**config.mk**
```make
export PLATFORM = sky130hd
export DESIGN_NAME = sb_serializer
export DESIGN_NICKNAME = d
export VERILOG_FILES = /design/src/rtl/sb_serializer.sv
export SDC_FILE = /design/constraint.sdc
export NUM_CORES = 1
export LEC_CHECK = 0
export CAP_MARGIN = 20
export CORE_MARGIN = 4
export CORE_UTILIZATION = 40
export CTS_CLUSTER_SIZE = 16
export DETAILED_ROUTE_END_ITERATION = 16
export PLACE_DENSITY = 0.66
export SLEW_MARGIN = 20
export SYNTH_ARGS = -nofsm -noshare
export SYNTH_HDL_FRONTEND = slang
export SYNTH_SLANG_ARGS = --single-unit
```
**constraint.sdc**
```tcl
create_clock -name clk -period 3.5 [get_ports clk]
set_input_delay 0.7 -clock clk [delete_from_list [all_inputs] [get_ports clk]]
set_output_delay 0.7 -clock clk [all_outputs]
set_load 0.02 [all_outputs]
```
**src/rtl/sb_serializer.sv**
```systemverilog
// rtl/sb_serializer.sv - sideband byte serializer: byte FIFO feeding a frame-aligned LSB-first shift register
//
// Optional feature macro: SB_SER_UNDERRUN_CNT_EN
//   When defined, adds output underrun_cnt: a saturating count of ACTIVE->IDLE
//   transitions that happen while enable is high (the FIFO ran dry mid-stream).
//
// Frames are WIDTH clocks long and locked to reset release by a free-running
// counter, so a free-running downstream deserializer stays aligned no matter
// when data shows up. Idle frames carry IDLE_BYTE.

module sb_serializer #(
  parameter int               WIDTH     = 8,
  parameter int               DEPTH     = 4,
  parameter logic [WIDTH-1:0] IDLE_BYTE = 8'h00
) (
  input  logic             clk,
  input  logic             rst,
  input  logic             enable,
  input  logic [WIDTH-1:0] data_in,
  input  logic             data_valid,
  output logic             data_ready,
  output logic             serial_out,
  output logic             busy
`ifdef SB_SER_UNDERRUN_CNT_EN
  ,
  output logic [7:0]       underrun_cnt
`endif
);

  localparam int CW = (WIDTH > 1) ? $clog2(WIDTH) : 1;
  localparam int AW = (DEPTH > 1) ? $clog2(DEPTH) : 1;

  localparam logic [CW-1:0] LAST_BIT  = CW'(WIDTH - 1);
  localparam logic [AW:0]   FULL_CNT  = (AW + 1)'(DEPTH);

  typedef enum logic {
    S_IDLE   = 1'b0,
    S_ACTIVE = 1'b1
  } state_t;

  // Frame position and boundary detection
  logic [CW-1:0] bit_cnt;
  logic          boundary;

  // Byte FIFO
  logic [WIDTH-1:0] mem [DEPTH];
  logic [AW-1:0]    wr_ptr;
  logic [AW-1:0]    rd_ptr;
  logic [AW:0]      count;
  logic             full;
  logic             empty;
  logic             push;
  logic             pop;

  // Transmit path
  logic [WIDTH-1:0] shift_reg;
  logic             load_data;
  state_t           state_q;
  state_t           state_d;

  assign boundary = (bit_cnt == LAST_BIT);
  assign full     = (count == FULL_CNT);
  assign empty    = (count == '0);

  // Pop decision looks only at FIFO state before this edge, so a byte pushed
  // on a boundary edge waits for the following boundary (no bypass path).
  assign load_data = boundary && enable && !empty;
  assign pop       = load_data;
  assign push      = data_valid && !full;

  assign data_ready = !full;
  assign serial_out = shift_reg[0];
  assign busy       = (state_q == S_ACTIVE) || !empty;

  // Free-running frame counter, independent of enable and FIFO state
  always_ff @(posedge clk or negedge rst) begin
    if (!rst) begin
      bit_cnt <= '0;
    end else if (boundary) begin
      bit_cnt <= '0;
    end else begin
      bit_cnt <= bit_cnt + CW'(1);
    end
  end

  // FIFO storage; contents are don't-care while empty, so no reset needed
  always_ff @(posedge clk) begin
    if (push) begin
      mem[wr_ptr] <= data_in;
    end
  end

  // FIFO pointers and occupancy; push and pop may coincide on a boundary
  always_ff @(posedge clk or negedge rst) begin
    if (!rst) begin
      wr_ptr <= '0;
      rd_ptr <= '0;
      count  <= '0;
    end else begin
      if (push) begin
        wr_ptr <= wr_ptr + AW'(1);
      end
      if (pop) begin
        rd_ptr <= rd_ptr + AW'(1);
      end
      case ({push, pop})
        2'b10:   count <= count + (AW + 1)'(1);
        2'b01:   count <= count - (AW + 1)'(1);
        default: count <= count;
      endcase
    end
  end

  // Shift register: reload at each boundary, otherwise shift out LSB first
  always_ff @(posedge clk or negedge rst) begin
    if (!rst) begin
      shift_reg <= IDLE_BYTE;
    end else if (boundary) begin
      shift_reg <= load_data ? mem[rd_ptr] : IDLE_BYTE;
    end else begin
      shift_reg <= {1'b0, shift_reg[WIDTH-1:1]};
    end
  end

  // FSM state register
  always_ff @(posedge clk or negedge rst) begin
    if (!rst) begin
      state_q <= S_IDLE;
    end else begin
      state_q <= state_d;
    end
  end

  // FSM next state: only boundaries move it; data load -> ACTIVE, idle load -> IDLE
  always_comb begin
    state_d = state_q;
    if (boundary) begin
      if (load_data) begin
        state_d = S_ACTIVE;
      end else begin
        state_d = S_IDLE;
      end
    end
  end

`ifdef SB_SER_UNDERRUN_CNT_EN
  logic underrun_evt;

  // An underrun is the stream dropping to idle although transmit was permitted
  assign underrun_evt = boundary && !load_data && enable && (state_q == S_ACTIVE);

  // Saturating underrun counter
  always_ff @(posedge clk or negedge rst) begin
    if (!rst) begin
      underrun_cnt <= 8'd0;
    end else if (underrun_evt && (underrun_cnt != 8'hFF)) begin
      underrun_cnt <= underrun_cnt + 8'd1;
    end
  end
`endif

endmodule

```
# ---- Word-level counts from Yosys, hierarchy flattened
# Memories as Yosys holds them, arrays and structs flattened.
# Cells that the tools add are included.
dict set report op_classes {
  reduce_logical 8
  n_eq_ne 4
  add_sub_neg 5
  n_mux 7
}
# operator n
set ops {}
lappend ops {{$mux 8} 2}
lappend ops {{$add 3x1->3 const B} 2}
lappend ops {{$eq 3x3->1 const B} 2}
lappend ops {{$pmux 3 s2} 1}
lappend ops {{$add 2x1->2 const B} 2}
lappend ops {{$logic_and 1x1->1} 3}
lappend ops {{$logic_not 3->1} 1}
lappend ops {{$mux 1} 3}
lappend ops {{$mux 3} 1}
lappend ops {{$sub 3x1->3 const B} 1}
lappend ops {{$eq 2x1->1 const B} 1}
lappend ops {{$eq 2x2->1 const B} 1}
lappend ops {{$logic_not 1->1} 2}
lappend ops {{$reduce_bool 2->1} 1}
lappend ops {{$logic_or 1x1->1} 1}
dict set report word_totals {
  out_inout_bits 3
  memories 1
  reg_bits 19
  input_bits 12
  mem_bits_rw 32
}
# name words width read_ports rd_ports_with_merged_regs write_ports line
set mem_list {}
lappend mem_list {mem 4 8 1 0 1 46} ;# logic [WIDTH-1:0] mem [DEPTH];

# ---- Logic depth before layout (Yosys ltp)
dict set report depth {
  depth_word 5
  mapped_depth 11
  ltp_nobuf 10
}

# ---- Worst setup path before layout
# OpenSTA, ideal clock, no wires.
dict set report synth_timing {
  kind {register to register}
  start {reg count[0]}
  end {reg count[2]}
  n_path_buf 0
  period_less_slack_ns 2.110
  stages_incl_launch_ff 10
  setup_time_ns 0.079
  slack_ns 1.390
  required_time_ns 3.421
  arrival_ns 2.031
  cell_sequence {dfrtp_1 -> or3b_4 -> and2_4 -> inv_2 -> ha_1 -> inv_1 -> fa_1 -> xor2_1 -> nor2_1 -> xor2_1}
}
dict set report synth_via {
  elab_chain_len 5
  elab_cells_between_ends 12
}
# element line
set synth_rtl {}
lappend synth_rtl {{from (decl)} 49} ;# logic [AW:0] count;
lappend synth_rtl {{from (signal assigned)} 107} ;# 2'b10: count <= count + (AW + 1)'(1);
lappend synth_rtl {{from (signal assigned)} 108} ;# 2'b01: count <= count - (AW + 1)'(1);
lappend synth_rtl {{from (signal assigned)} 109} ;# default: count <= count;
lappend synth_rtl {{$eq 3x3->1 *} 62} ;# assign full = (count == FULL_CNT);
lappend synth_rtl {{$logic_not 1->1 *} -}
lappend synth_rtl {{via data_ready} 21} ;# output logic data_ready,
lappend synth_rtl {{$logic_and 1x1->1 *} 69} ;# assign push = data_valid && !full;
lappend synth_rtl {{$eq 2x1->1 or $eq 2x2->1 (tied branches)} 106} ;# case ({push, pop})
lappend synth_rtl {{$pmux 3 s2 or $reduce_bool 2->1 (tied branches)} -}
# Mark *: on every way through the listed nets, which the timed path passes. The rest lies on a longest branch.
# A chain may end at the register's enable or synchronous reset.

# ---- Final worst setup path
dict set report layout_timing {
  start {reg count[2]}
  end {out busy}
}
dict set report layout_via {
  elab_chain_len 3
}
# element line
set layout_rtl {}
lappend layout_rtl {{$logic_not 3->1} 63} ;# assign empty = (count == '0);
lappend layout_rtl {{$logic_not 1->1} 73} ;# assign busy = (state_q == S_ACTIVE) || !empty;
lappend layout_rtl {{$logic_or 1x1->1} 73}
lappend layout_rtl {{to (decl)} 23} ;# output logic busy
# No other way between the ends.

==> flow_summary_export.csv <==
group,metric,value,unit
critical_path,crit_fanout,4,
floorplanning,std_cell_rows,25,
clocking,cts_made_buffers,5,
grt,grt_pass1_wl,5.34,mm
routing,route.detailed.drc,0,
timing,whs,0.447,ns
final_layout,drive_gt1_frac,0.158,
routing,drt-initial-drc-count,83,
clocking,htreeDepth,2,
floorplanning,die_h,79.1,µm
routing,wl,3.13,mm
yosys,synthCells,120,
flow_run,maxCapViolations,0,
timing,drv_slew,0,
routing,vias,963,
timing,min_period_over_period,0.718,
outcome,status,"finished, final reports clean",
timing,setup_viol,0,
yosys,ys_seq_elements,51,
grt,grt_max_degree,20,
worst_hold_path,hold_path.class,"flop to flop",
floorplanning,dieArea,6260,µm²
routing,viasPerCell,4.67,
critical_path,start_kind,"flop",
final_layout,final_util,0.487,
placed_design,port_buffers,14,
yosys,syn_nets,140,
yosys,synth_area,2020,µm²
power_and_ir_drop,ir_worst_vdd,0.342,mV
floorplanning,ios,15,
routing,wl_per_cell,15.2,µm
clocking,cts_sinks,51,
yosys,synth-main-ff-cell,"edfxtp_1",
final_layout,area_growth,15.9,%
yosys,synth_commonest_cells,"edfxtp_1, dfrtp_1, inv_1",
timing,relSlewSlack,0.445,
timing,fmax,398,MHz
yosys,avgSynthCellArea,16.9,µm²
yosys,yosysTopAreaCell,"edfxtp_1",
clocking,cts_resized,0,
placed_design,dp_hpwl,2.07,mm
clocking,clock-root-buffer,"clkbuf_8",
power_and_ir_drop,p_per_area,724,nW/µm²
routing,ant_nets,0,
timing,finalHoldViolations,0,
floorplanning,die_x,79.1,µm
critical_path,required,2.80,ns
placed_design,place_congestion,0.745,
yosys,ys_seq_area_frac,0.710,
timing,setup_ws,0.989,ns
timing,rsz0062_at_grt,"false",
timing,fin_tns_setup,0,ns
clocking,max-clock-path-buffers,2,
yosys,yosys-top-cells-area,"edfxtp_1, dfrtp_1, mux4_2, ha_1, inv_1",
grt,grt_usage,0.117,
grt,antenna_found_initial,0,
floorplanning,core_area,4820,µm²
power_and_ir_drop,power_leakage,0.907,nW
final_layout,fillers,429,
yosys,ys_warn_count,0,
final_layout,largest_reg_flops,32,
critical_path,regToRegSetupSlack,1.06,ns
routing,dr.pass1.iters,4,
power_and_ir_drop,power.total,0.00170,W
final_layout,fin_nets,158,
grt,gr-total-overflow,0,
yosys,async_flop_share,0.373,
critical_path,worstSetupEndpointType,"output port",
yosys,synth_edf_count,32,
placed_design,post-place-ws,0.857,ns
clocking,hold_buffers,0,
timing,tightest_slew,0.829,ns
critical_path,cp.arrival,1.81,ns
floorplanning,start_util,0.420,
final_layout,antennaDiodeCount,0,
timing,min_period,2.51,ns
clocking,cts_tree,"yes",
grt,grt_pass1_vias,1032,
clocking,cts_setup_buffers,0,
yosys,yosys.cell_types.count,23,
timing,finalClockSkew,0.00728,ns
clocking,clock_latency,0.29,ns
critical_path,path_class,"flop to output port",
clocking,clk_pin_slew_worst_paths,0.09,ns
yosys,synth.most_common_cell,"edfxtp_1",
yosys,netlist.area_leader.share,0.475,
[critical path: stages (launching register included)]
cell and delay (ns):
dfrtp_1 0.44, or4_1 0.53, clkdlybuf4s50_1 0.55
[layout by cell type (no fill, tap or decap)]
cell type,count
xor2_1,2
mux2_4,1
inv_2,2
nand2_1,8
xnor2_1,4
clkdlybuf4s50_1,14
nor2_1,2
mux2i_1,1
inv_1,13
and3_1,4
clkinv_2,1
and2_4,1
and2_1,1
fa_1,1
mux4_2,8
o311ai_2,1
clkbuf_16,1
dfrtp_1,19
or4_1,1
o21ai_1,7
or3b_4,1
ha_1,7
o21ai_0,1
clkbuf_8,6
edfxtp_1,32
[cell families after synthesis]
logic type               after synthesis  share of synthesized area
multiplexers                          10                      0.101
AO/OA/AOI/OAI                          9                     0.0278
buffers and inverters                 18                     0.0346
adder cells (fa/ha/maj)                8                     0.0532
AND/OR/NAND/NOR                       18                     0.0476
flip-flops                            51                      0.710
XOR/XNOR                               6                     0.0260
[metrics by stage]
| stage | instance area (µm²) | std cells |
|---|---|---|
| 6_report | 2350 | 206 |
| 5_1_grt | 2350 | 206 |
| 4_1_cts | 2350 | 206 |
| 3_5_place_dp | 2230 | 198 |
| 3_3_place_gp | 2230 | 198 |
| 2_1_floorplan | 2020 | 120 |
[worst paths after layout]
| kind | startpoint | to | cells past startpoint |
|---|---|---|---|
| setup / recovery | count[2] | busy | 2 |
| hold / removal | bit_cnt[0] | bit_cnt[0] | 1 |
| setup reg to reg | bit_cnt[0] | count[2] | 10 |
| hold reg to reg | bit_cnt[0] | bit_cnt[0] | 1 |
| max in group asynchronous | rst | shift_reg[1] | 1 |
| min in group asynchronous | rst | count[1] | 1 |
[power by group]
part | total (W) | internal (W) | switching [W]
registers | 0.000921 | 0.000799 | 0.000121
clock network | 0.000384 | 0.000203 | 0.000181
logic | 0.000395 | 0.000220 | 0.000175
[layout make-up]
cell class              count  area (µm²)  area share
flip-flops and latches     51        1440       0.612
multi-input cells          51         518       0.221
repair buffers             14         140      0.0597
clock buffers               7         108      0.0458
well taps                  67        83.8      0.0357
inverters                  15        56.3      0.0240
clock inverters             1        5.00     0.00213
[metal layers]
layer	part of all wire	wire [µm]	global-route usage	up-vias
met3	0.037	117	0.0420	4
met2	0.51	1600	0.186	18
met4	0.0070	22	0.0309	0
li1	-	-	-	460
met1	0.44	1390	0.152	481
met5	0	0	0	-
No activity file was read; power rests on OpenSTA's default activity.
